`src/rtl/mix_columns_iter.sv`:
```
// -----------------------------------------------------------------------------
// mix_columns_iter
//   Iterative AES MixColumns / InvMixColumns. A 128-bit state is captured
//   in IDLE. CALC then produces one output byte per cycle, 16 cycles in all.
//   The result is held in DONE until the consumer accepts it.
//
//   Parameter INVERSE : 0 = forward MixColumns (row 0 = 02 03 01 01),
//                       1 = InvMixColumns     (row 0 = 0e 0b 0d 09).
//
//   Ports
//     clk        in   system clock, rising edge
//     rst        in   asynchronous active-high reset
//     in_state   in   128-bit state; byte 0 = [127:120], byte 4c+r = row r, col c
//     in_valid   in   in_state valid this cycle
//     in_ready   out  high only in IDLE
//     out_state  out  mixed state, same byte ordering as in_state
//     out_valid  out  high only in DONE
//     out_ready  in   consumer accepts out_state (only honoured in DONE)
//     busy       out  high only in CALC
// -----------------------------------------------------------------------------
module mix_columns_iter #(
  parameter bit INVERSE = 1'b0
) (
  input  logic         clk,
  input  logic         rst,
  input  logic [127:0] in_state,
  input  logic         in_valid,
  output logic         in_ready,
  output logic [127:0] out_state,
  output logic         out_valid,
  input  logic         out_ready,
  output logic         busy
);

  localparam logic [1:0] IDLE = 2'd0;
  localparam logic [1:0] CALC = 2'd1;
  localparam logic [1:0] DONE = 2'd2;

  // Row 0 of the mixing matrix. Each constant fits in a nibble, so the
  // multiplier only ever needs the xtime terms x1, x2, x4 and x8.
  localparam logic [31:0] ROW0 = INVERSE ? 32'h0e0b0d09 : 32'h02030101;

  logic [1:0]   state_q, state_d;
  logic [127:0] in_q, in_d;
  logic [3:0]   idx_q, idx_d;
  logic [7:0]   out_q [16];
  logic [7:0]   out_d [16];

  logic [7:0]   inBytes [16];
  logic [1:0]   col, row;
  logic [7:0]   mixByte;

  function automatic logic [7:0] xtime(input logic [7:0] b);
    return {b[6:0], 1'b0} ^ (b[7] ? 8'h1b : 8'h00);
  endfunction

  function automatic logic [7:0] gmulConst(input logic [7:0] b, input logic [3:0] k);
    logic [7:0] x2, x4, x8;
    x2 = xtime(b);
    x4 = xtime(x2);
    x8 = xtime(x4);
    return (k[0] ? b  : 8'h00) ^ (k[1] ? x2 : 8'h00) ^
           (k[2] ? x4 : 8'h00) ^ (k[3] ? x8 : 8'h00);
  endfunction

  // Row r is row 0 rotated right by r, so M[r][j] = ROW0[(j - r) mod 4].
  function automatic logic [3:0] coef(input logic [1:0] m);
    case (m)
      2'd0:    return ROW0[27:24];
      2'd1:    return ROW0[19:16];
      2'd2:    return ROW0[11:8];
      default: return ROW0[3:0];
    endcase
  endfunction

  genvar g;
  for (g = 0; g < 16; g++) begin : g_pack
    assign inBytes[g]                  = in_q[8*(15-g) +: 8];
    assign out_state[8*(15-g) +: 8]    = out_q[g];
  end

  assign col = idx_q[3:2];
  assign row = idx_q[1:0];

  // One output byte per cycle: XOR-sum over the four bytes of column col.
  always_comb begin
    mixByte = 8'h00;
    for (int j = 0; j < 4; j++) begin
      mixByte = mixByte ^ gmulConst(inBytes[{col, 2'(j)}], coef(2'(j) - row));
    end
  end

  // The index saturates at 15 and is cleared only on accept or reset.
  always_comb begin
    state_d = state_q;
    in_d    = in_q;
    idx_d   = idx_q;
    out_d   = out_q;
    case (state_q)
      IDLE: begin
        if (in_valid) begin
          in_d    = in_state;
          idx_d   = 4'd0;
          state_d = CALC;
        end
      end
      CALC: begin
        out_d[idx_q] = mixByte;
        if (idx_q == 4'd15) begin
          state_d = DONE;
        end else begin
          idx_d = idx_q + 4'd1;
        end
      end
      DONE: begin
        if (out_ready) begin
          state_d = IDLE;
        end
      end
      default: state_d = IDLE;
    endcase
  end

  always_ff @(posedge clk or posedge rst) begin
    if (rst) begin
      state_q <= IDLE;
      in_q    <= '0;
      idx_q   <= '0;
      for (int b = 0; b < 16; b++) begin
        out_q[b] <= 8'h00;
      end
    end else begin
      state_q <= state_d;
      in_q    <= in_d;
      idx_q   <= idx_d;
      for (int b = 0; b < 16; b++) begin
        out_q[b] <= out_d[b];
      end
    end
  end

  assign in_ready  = (state_q == IDLE);
  assign out_valid = (state_q == DONE);
  assign busy      = (state_q == CALC);

endmodule

```
`config.mk`:
```
export PLATFORM = sky130hd
export DESIGN_NAME = mix_columns_iter
export DESIGN_NICKNAME = d
export VERILOG_FILES = /design/src/rtl/mix_columns_iter.sv
export SDC_FILE = /design/constraint.sdc
export NUM_CORES = 1
export LEC_CHECK = 0
export ABC_AREA = 1
export CAP_MARGIN = 20
export CELL_PAD_IN_SITES_DETAIL_PLACEMENT = 1
export CELL_PAD_IN_SITES_GLOBAL_PLACEMENT = 2
export CORE_MARGIN = 3
export CORE_UTILIZATION = 29
export CTS_BUF_LIST = sky130_fd_sc_hd__clkbuf_4
export DETAILED_ROUTE_END_ITERATION = 8
export PLACE_DENSITY = 0.91
export SYNTH_ARGS = -nofsm -noshare
export SYNTH_HDL_FRONTEND = slang
export SYNTH_SLANG_ARGS = --single-unit
```
`constraint.sdc`:
```
create_clock -name clk -period 10.5 [get_ports clk]
set_input_delay 2.625 -clock clk [delete_from_list [all_inputs] [get_ports clk]]
set_output_delay 2.625 -clock clk [all_outputs]
set_load 0.02 [all_outputs]
```
# == Word-level counts from Yosys, hierarchy flattened ==
# Index checks and enable logic that the tools add are counted.
# word_totals
word_cells,137
reg_bits,262
in_bits,132
output_inout_bits,131
# op_classes
order_cmp,6
reduce_logical,10
n_mux,54
eq_ne,11
bitwise_logic,32
addsub,5
# ops
operator,count
two-way mux 8 bit,25
binary-select mux 8 bit (select 4 bit),4
bitwise mux 128 bit,1
bitwise XOR 8 bit,15
bitwise XOR 8 x 5 -> 8 bit,12
two-way mux 5 bit,12
demux 8 bit (select 4 bit),1
>= comparator 5 bit (second input constant),5
inverter 4 -> 5 bit,5
case mux 2 bit (2 select lines),4
equality test 2 x 1 -> 1 bit (second input constant),5
logical NOT 2 bit,5
two-way mux 4 bit,2
case mux 4 bit (2 select lines),1
two-way mux 2 bit,3
case mux 2 bit (3 select lines),1
AND reduction 3 bit,2
less-than comparator 5 x 1 -> 1 bit (second input constant),1
adder 4 x 1 -> 4 bit (second input constant),1
equality test 4 bit (second input constant),1
inequality test 2 x 1 -> 1 bit (second input constant),2
inequality test 2 bit (second input constant),2
subtractor 1 x 2 -> 2 bit (first input constant),2
subtractor 2 bit (first input constant),2
4 further kinds,4

# == Longest topological paths before layout ==
# depth
ltp_word,16
mapped_depth,19
ltp_nobuf,17

# == Worst setup path after synthesis ==
# OpenSTA, ideal clock, no wires.
# synth_path
path_type,input -> register
start,input in_valid
end,"register in_q[0], in the netlist inBytes[0]"
n_path_buf,2
arrival_time_ns,3.592
path_stages,6
setup_slack_ns,6.843
required_ns,10.434
path_cell_list,nand2_1 > inv_2 > clkbuf_1 > buf_1 > nand2_1 > nand2_1
# synth_between
elab_chain_cells,1
# synth_rtl
item,line_no,text
"start, declared",27,"input logic in_valid,"
AND reduction 2 bit (no line),--,
"end signal, assigned",134,in_q <= in_d;
"end, declared",44,"logic [127:0] in_q, in_d;"
# No other way between the ends.
# A chain may end at the register's enable or synchronous reset.

# == Worst setup path in the final report ==
# layout_path
start,register state_q[0]
end,output busy
# layout_between
elab_chain_cells,1
# layout_rtl
item,line_no,text
"start, declared",43,"logic [1:0] state_q, state_d;"
"start signal, assigned",133,state_q <= state_d;
equality test 2 x 1 -> 1 bit,144,assign busy = (state_q == CALC);
"end, declared",32,output logic busy
# No other way between the ends.

==> impl_metrics.py <==
metrics = {
    "status": {
        "status": "complete, no violations",
    },
    "sta": {
        "final.min_clock_period_ns": 4.954,
        "setup_viol": 0,
        "tightest_slew_ns": 1.039,
        "finalCritPeriodShare_pct": 47.18,
        "fin_hold_ws_ns": 0.4800,
        "fin_skew_ns": 0.04156,
        "hold_viol_final": 0,
        "slew_headroom_pct": 30.64,
        "slew_viol_final": 0,
        "fmax_mhz": 201.9,
        "rsz0062_at_grt": "no",
        "timing.setup.tns_ns": 0,
    },
    "cts": {
        "hold_buffers": 0,
        "ctsHtreeMaxLevel": 3,
        "cts_sinks": 262,
        "numCtsBuffers": 77,
        "clk_latency_ns": 0.78,
        "clk_pin_slew_ns": 0.07,
        "root_buffer": "clkbuf_4",
        "ctsResizeCount": 0,
        "cts_setup_buffers": 0,
        "clockBufferDepth": 3,
        "cts_tree": "built",
    },
    "global_route": {
        "grt_use_total_pct": 20.24,
        "grt_start_max_net_pins": 146,
        "grt_overflow_total": 0,
        "grt_pass1_vias": 13680,
        "grt_pass1_wl_um": 75150,
        "antenna_found_initial": 2,
    },
    "critical_path": {
        "cp-start-kind": "flop",
        "critPathKind": "reg2out",
        "required_ns": 7.88,
        "cp.arrival_ns": 2.33,
        "cp_max_fo": 5,
        "setup.worst_path.end_class": "output port",
    },
    "drt": {
        "final_antenna_net_count": 0,
        "vias_per_cell": 4.687,
        "wl_per_cell_um": 17.45,
        "vias": 12860,
        "drt_first_pass_iters": 4,
        "initialDrtViolationCount": 814,
        "routed_wirelength_um": 47860,
        "drc": 0,
    },
    "floorplanning": {
        "io_pins": 263,
        "rows": 76,
        "die-width_um": 217.1,
        "die_h_um": 217.1,
        "initial_utilization_pct": 29.66,
        "core_um2": 43550,
        "die-area_um2": 47120,
    },
    "synth": {
        "ys_seq_elements": 262,
        "synth.distinct_cells": 27,
        "yosys_most_used_dff": "dfrtp_1",
        "syn_area_um2": 12920,
        "synth_seq_area_share_pct": 50.75,
        "syn_area_per_cell_um2": 7.114,
        "synth_edf_count": 0,
        "syn_inst": 1816,
        "yosysWarnings": 0,
        "synth.net_count": 1954,
        "synthArstFlopShare_pct": 100.0,
    },
    "placement": {
        "io_buffers": 262,
        "place_congestion": 0.8261,
        "hpwl_um": 33640,
        "placed_area_um2": 16040,
    },
    "cells_and_area": {
        "fill_cells": 5522,
        "mostFrequentLayoutCell": "nand2_1",
        "area.growth.synth_to_final_pct": 31.69,
        "final_cell_mix": "nand2_1, clkdlybuf4s50_1, dfrtp_1",
        "final_area_um2": 17010,
        "drive_above_1_share_pct": 7.703,
        "finalNetCount": 2240,
    },
    "job": {
        "max_cap_viol_count": 0,
    },
    "hold_path": {
        "hp-class": "reg2reg",
    },
    "power_and_ir_drop": {
        "power.leakage_uw": 0.009035,
        "max-vdd-ir-drop_mv": 0.2359,
        "power_density_nw_per_um2": 404.2,
    },
}
## per-layer routing
layer	track usage, %	up-vias	share of wire [%]
li1	-	6156	-
met1	25.73	6263	44
met2	34.42	361	48
met3	4.161	76	5.4
met4	6.828	0	2.4
met5	0	-	0
## power by group
group	switching (uW)	internal [uW]	leakage, uW
registers	298	1470	0.00331
clock network	459	520	0.000575
logic	2940	1190	0.00515
total	3700	3170	0.00904
## final timing paths
path                             startpoint             to  slack (ns)  cells after the start
worst max-delay path             state_q[0]           busy        5.55                      3
worst min-delay path            inBytes[82]    inBytes[82]        0.48                      2
worst max register to register     idx_q[3]  out_state[50]        6.20                     13
worst min register to register  inBytes[82]    inBytes[82]        0.48                      2
max in group asynchronous               rst  out_state[20]        6.78                      3
min in group asynchronous               rst    inBytes[53]        2.38                      2
## stage by stage
stage                     instances  setup WS (ns)  total power, uW  utilization [%]
after floorplan                1816         0.6631             4319                -
after global placement         2608          5.420             5794            36.83
after CTS                      2740          5.412             6963            39.05
after detailed placement       2608          5.317             5943            36.83
final                          2743          5.546             6876            39.06
after global routing           2743          5.337             7481            39.06
## cells by family after synthesis
logic type	count (synthesis)	share of synthesized area [%]
buf+inv	151	5.075
simple gates	1350	41.12
flops	262	50.75
fa+ha+maj	6	0.5811
xor+xnor	19	1.346
compound gates	28	1.123
## cells in the mapped netlist (all sizes together) (6+ instances only)
library cell	number	area, um^2
buf	40	239.0
clkbuf	23	86.33
dfrtp	262	6556
ha	6	75.07
inv	86	322.8
nand2	1136	4284
nand3	105	530.5
nand4	23	150.1
nor2	84	337.8
o21ai	24	120.1
xnor2	8	70.07
xor2	11	103.9
## final cells by class
class	instances	area, um^2	area share [%]
multi-input cells	1403	5714	33.59
clock inverters	18	110.1	0.6472
diodes	3	7.507	0.04413
clock buffers	114	855.8	5.031
flip-flops and latches	262	6558	38.55
inverters	88	340.3	2.000
well taps	585	732.0	4.302
repair buffers	270	2695	15.84
## registers in the layout, indices dropped and copies added, names as in the netlist
name and count:
inBytes 128, state_q 2, out_state 128, idx_q 4
## worst max-delay path: stages, from the launching register on
cell and delay, ns:
dfrtp_1 0.41, inv_1 0.06, nor2_1 0.39, clkdlybuf4s50_1 0.70
(Power assumes the default switching activity.)
